File: src/rtl/ysyx_24100012_ifu_pkg.sv
// Shared types and constants for the ysyx_24100012 instruction fetch unit.
package ysyx_24100012_ifu_pkg;

   // Fetch FSM states.
   typedef enum logic [2:0] {
      ST_IDLE,
      ST_FETCH,
      ST_WAIT,
      ST_HOLD,
      ST_DROP
   } ifu_state_e;

   // Every instruction is one 32-bit word.
   localparam int INST_BYTES = 4;

   // PC loaded by reset.
   localparam logic [31:0] DEFAULT_RESET_PC = 32'h8000_0000;

endpackage

File: src/rtl/ysyx_24100012_ifu_pc.sv
// Architectural PC register: reset load, sequential advance, aligned redirect
// load, and a one-cycle pulse flagging a misaligned redirect target.
module ysyx_24100012_ifu_pc
   import ysyx_24100012_ifu_pkg::*;
#(
   parameter int                    ADDR_WIDTH = 32,
   parameter logic [ADDR_WIDTH-1:0] RESET_PC   = ADDR_WIDTH'(DEFAULT_RESET_PC)
) (
   input  logic                  clk,
   input  logic                  rst,
   input  logic                  advance,
   input  logic                  redirect_valid,
   input  logic [ADDR_WIDTH-1:0] redirect_target,
   output logic [ADDR_WIDTH-1:0] pc,
   output logic                  misalign_err
);

   logic [ADDR_WIDTH-1:0] pc_next;

   // Next PC: a redirect outranks the sequential advance.
   always_comb begin
      // NOTE: default assignment first so no path leaves pc_next unassigned (no latch).
      pc_next = pc;
      if (redirect_valid) begin
         pc_next = {redirect_target[ADDR_WIDTH-1:2], 2'b00};
      end else if (advance) begin
         pc_next = pc + ADDR_WIDTH'(INST_BYTES);
      end
   end

   // PC and misalign flag registers with synchronous reset.
   always_ff @(posedge clk) begin
      // NOTE: non-blocking assignments for all state so every register samples pre-edge values.
      if (rst) begin
         pc           <= RESET_PC;
         misalign_err <= 1'b0;
      end else begin
         pc           <= pc_next;
         misalign_err <= redirect_valid && (redirect_target[1:0] != 2'b00);
      end
   end

endmodule

File: src/rtl/ysyx_24100012_ifu.sv
// Instruction fetch unit: issues word fetches at the PC, waits for the
// variable-latency response, holds the instruction for decode, and squashes
// in-flight or held work when execute redirects the PC.
module ysyx_24100012_ifu
   import ysyx_24100012_ifu_pkg::*;
#(
   parameter int                    ADDR_WIDTH = 32,
   parameter int                    DATA_WIDTH = 32,
   parameter logic [ADDR_WIDTH-1:0] RESET_PC   = ADDR_WIDTH'(DEFAULT_RESET_PC)
) (
   input  logic                  clk,
   input  logic                  rst,
   output logic                  imem_req_valid,
   input  logic                  imem_req_ready,
   output logic [ADDR_WIDTH-1:0] imem_req_addr,
   input  logic                  imem_rsp_valid,
   input  logic [DATA_WIDTH-1:0] imem_rsp_data,
   output logic                  inst_valid,
   input  logic                  inst_ready,
   output logic [DATA_WIDTH-1:0] inst,
   output logic [ADDR_WIDTH-1:0] inst_pc,
   input  logic                  redirect_valid,
   input  logic [ADDR_WIDTH-1:0] redirect_target,
   output logic                  misalign_err
);

   ifu_state_e            state;
   ifu_state_e            state_next;
   logic                  req_fire;
   logic                  capture;
   logic                  advance;
   logic [ADDR_WIDTH-1:0] pc;

   assign req_fire      = imem_req_valid && imem_req_ready;
   assign capture       = (state == ST_WAIT) && imem_rsp_valid && !redirect_valid;
   assign advance       = (state == ST_HOLD) && inst_ready;
   assign imem_req_addr = pc;

   ysyx_24100012_ifu_pc #(
      .ADDR_WIDTH (ADDR_WIDTH),
      .RESET_PC   (RESET_PC)
   ) u_pc (
      .clk             (clk),
      .rst             (rst),
      .advance         (advance),
      .redirect_valid  (redirect_valid),
      .redirect_target (redirect_target),
      .pc              (pc),
      .misalign_err    (misalign_err)
   );

   // Next-state selection; a redirect squashes whatever the FSM is doing.
   always_comb begin
      state_next = state;
      unique case (state)
         ST_IDLE:  state_next = ST_FETCH;
         ST_FETCH: begin
            if (req_fire) state_next = redirect_valid ? ST_DROP : ST_WAIT;
         end
         ST_WAIT: begin
            if (redirect_valid) state_next = imem_rsp_valid ? ST_FETCH : ST_DROP;
            else if (imem_rsp_valid) state_next = ST_HOLD;
         end
         ST_HOLD: begin
            if (redirect_valid || inst_ready) state_next = ST_FETCH;
         end
         ST_DROP: begin
            if (imem_rsp_valid) state_next = ST_FETCH;
         end
         default:  state_next = ST_IDLE;
      endcase
   end

   // FSM state, registered handshake outputs and the instruction buffer.
   always_ff @(posedge clk) begin
      if (rst) begin
         state          <= ST_IDLE;
         imem_req_valid <= 1'b0;
         inst_valid     <= 1'b0;
         inst           <= '0;
         inst_pc        <= '0;
      end else begin
         state          <= state_next;
         imem_req_valid <= (state_next == ST_FETCH);
         inst_valid     <= (state_next == ST_HOLD);
         if (capture) begin
            inst    <= imem_rsp_data;
            inst_pc <= pc;
         end
      end
   end

endmodule

File: config.mk
export PLATFORM = sky130hd
export DESIGN_NAME = ysyx_24100012_ifu
export DESIGN_NICKNAME = d
export VERILOG_FILES = /design/src/rtl/ysyx_24100012_ifu_pkg.sv /design/src/rtl/ysyx_24100012_ifu_pc.sv /design/src/rtl/ysyx_24100012_ifu.sv
export SDC_FILE = /design/constraint.sdc
export NUM_CORES = 1
export LEC_CHECK = 0
export CAP_MARGIN = 20
export CORE_ASPECT_RATIO = 0.75
export CORE_UTILIZATION = 43
export DETAILED_ROUTE_END_ITERATION = 12
export GPL_TIMING_DRIVEN = 0
export PLACE_DENSITY = 0.8
export SLEW_MARGIN = 5
export SYNTH_ARGS = -nofsm -noshare
export SYNTH_HDL_FRONTEND = slang
export SYNTH_SLANG_ARGS = --single-unit
File: constraint.sdc
create_clock -name clk -period 2.6 [get_ports clk]
set_input_delay 0.26 -clock clk [delete_from_list [all_inputs] [get_ports clk]]
set_output_delay 0.26 -clock clk [all_outputs]
set_load 0.01 [all_outputs]
==> flow_summary_export.csv <==
group,metric,value,unit
worst_setup_path,cp.required,2880,ps
clock_tree,cts_resized,0,
power,p_sw,0.808,mW
worst_setup_path,end_kind,"flop",
clock_tree,cts_tree,"done",
yosys,ys_seq_elements,98,
sta,timing.final.max_slew_violations,0,
floorplanning,initial_utilization,0.455,
sta,rsz0062_at_grt,"no",
finish,drive_above_1_share,0.0402,
yosys,ys_seq_area_frac,0.464,
drt,drt_iter0_markers,411,
sta,fin_crit,2330,ps
finish,final_cell_area,6340,sq um
floorplanning,io_pins,169,
floorplanning,die_area,10200,sq um
power,p_sw_frac,0.245,
place,dp_cells,834,
place,hpwl,10200,um
yosys,avgSynthCellArea,7.87,sq um
sta,fin_worst_skew,6.69,ps
drt,ant_nets,0,
sta,setup_viol,0,
drt,firstDrtPassIters,5,
drt,via_per_inst,5.48,
floorplanning,die_width,117,um
drt,postRouteWirelength,13800,um
sta,setup_tns,0,ps
min_path,min_path_type,"flop to flop",
worst_setup_path,cp.arrival,2610,ps
clock_tree,insertion_delay,350,ps
power,p_leak,2.11,nW
worst_setup_path,critical_path_class,"primary input to flop",
sta,max_freq,429,MHz
drt,drc,0,
finish,final_common_cell,"clkdlybuf4s50_1",
flow_run,max-cap-violations,0,
floorplanning,core-area,9310,sq um
global_route,grt_pass1_wl,21200,um
finish,final_cells,850,
yosys,netlist_area,4230,sq um
clock_tree,postCtsSetupBuffers,0,
floorplanning,fp.dieH,87.9,um
drt,wl_per_cell,16.2,um
power,total_power,3.31,mW
sta,finalCritPeriodShare,0.896,
global_route,grt_pass1_vias,4384,
sta,hold_slack,455,ps
sta,finalHoldViolCount,0,
sta,timing.final.ws_setup,270,ps
worst_setup_path,cp-start-kind,"primary input",
sta,tightest_slew,718,ps
global_route,grt.overflow.total,0,
power,clkPwrFrac,0.402,
place,port_buffers,164,
finish,final_core_util,0.681,
global_route,grt_usage,0.268,
finish,layout_common_cells,"clkdlybuf4s50_1 (164), nand2_1 (144), dfxtp_1 (98), a21oi_1 (66), nor2_1 (34)",
power,p_seq_frac,0.488,
sta,slew_headroom,0.517,
floorplanning,fp-row-count,30,
finish,antenna_cells,0,
place,place_area,6050,sq um
clock_tree,max-clock-path-buffers,2,
place,place_congestion,0.820,
yosys,synth_cell_type_count,45,
power,p_int,2.50,mW
power,ir_worst_vdd,0.357,mV
clock_tree,htree_levels,3,
drt,vias,4659,
yosys,synthCells,538,
yosys,synth-warning-count,0,
worst_setup_path,cp_max_fo,10,
clock_tree,cts.clk_slew.worst_paths,70,ps
clock_tree,cts-buffers-inserted,9,
power,power.density,521,nW/um^2
finish,nets,788,
power,combinationalPowerShare,0.111,
clock_tree,clkSinkCount,98,
clock_tree,ctsHoldBuffers,0,
global_route,grt_max_degree,17,
run_status,outcome,"complete, no violations",
place,preCtsSetupSlack,-26.7,ps
finish,area_growth,49.9,%
global_route,antenna_found_initial,0,
clock_tree,clockRootBuffer,"clkbuf_16",
==> registers in the layout, summed over array words and instances (netlist names) <==
name               count
inst_valid             1
state                  3
u_pc.misalign_err      1
inst                  32
u_pc.pc               30
inst_pc               30
imem_req_valid         1
==> power by group through the flow <==
stage	logic [mW]	clock network, mW	registers [mW]
after floorplan	0.121	0	1.64
after global placement	0.353	0	1.64
after detailed placement	0.361	0	1.64
after CTS	0.363	1.34	1.61
after global routing	0.391	1.40	1.62
final	0.366	1.33	1.61
==> per-layer routing <==
layer | vias to the layer above | wire (um) | track usage
li1 | 2239 | - | -
met1 | 2189 | 5920 | 0.343
met2 | 217 | 6400 | 0.433
met3 | 14 | 1350 | 0.0900
met4 | 0 | 127 | 0.0759
met5 | - | 0 | 0
==> area by class of cell <==
class | instances | area [sq um]
well taps | 128 | 160
plain buffers | 40 | 169
inverters | 8 | 30.0
clock buffers | 9 | 225
repair buffers | 165 | 1650
multi-input cells | 395 | 2080
clock inverters | 7 | 68.8
fillers | 789 | 2970
flip-flops and latches | 98 | 1960
==> critical path, cell delays in order <==
cell	delay, ps
clkdlybuf4s50_1	590
clkbuf_1	340
nor3_1	470
buf_2	300
clkbuf_1	380
nand2_1	130
a21oi_1	140
==> kinds of logic after synthesis <==
family,share of synthesized area
adder cells (fa/ha/maj),0.00296
buffers and inverters,0.0470
AND/OR/NAND/NOR,0.296
XOR/XNOR,0.0207
AO/OA/AOI/OAI,0.169
other,0.000886
flip-flops,0.464
==> final timing paths <==
check / startpoint / slack [ps] / to / depth (start not counted)
min reg2reg: inst_pc[27]$_SDFFE_PP0P_ / 450 / inst_pc[27]$_SDFFE_PP0P_ / 2
max: redirect_valid / 270 / inst_pc[17]$_SDFFE_PP0P_ / 7
min: inst_pc[27]$_SDFFE_PP0P_ / 450 / inst_pc[27]$_SDFFE_PP0P_ / 2
max reg2reg: u_pc.pc[3]$_SDFFE_PP0P_ / 330 / u_pc.pc[26]$_SDFFE_PP0P_ / 5
==> cells in the mapped netlist, drive strengths merged <==
cell type | instances | area (sq um)
nand2 | 144 | 541
dfxtp | 98 | 1960
a21oi | 66 | 330
nor2 | 34 | 128
clkbuf | 31 | 116
nand3 | 14 | 70.1
a311oi | 12 | 105
nor4 | 10 | 62.6
a211oi | 9 | 67.6
buf | 9 | 52.6
or3 | 9 | 56.3
or4 | 9 | 71.3
inv | 8 | 30.0
nand4 | 8 | 56.3
o21ai | 8 | 40.0
nor3 | 7 | 35.0
xnor2 | 7 | 61.3
and4 | 6 | 52.6
o31ai | 6 | 45.0
and3 | 5 | 31.3
nor3b | 5 | 37.5
a2111oi | 3 | 26.3
a22o | 3 | 26.3
nor2b | 3 | 18.8
xor2 | 3 | 26.3
a22oi | 2 | 15.0
and2 | 2 | 12.5
and4b | 2 | 20.0
nand2b | 2 | 12.5
nand3b | 2 | 15.0
o21a | 2 | 15.0
a221o | 1 | 10.0
a32oi | 1 | 8.76
conb | 1 | 3.75
ha | 1 | 12.5
nand4b | 1 | 23.8
o211ai | 1 | 7.51
o22a | 1 | 8.76
o31a | 1 | 8.76
or3b | 1 | 8.76
(Power assumes the default switching activity.)
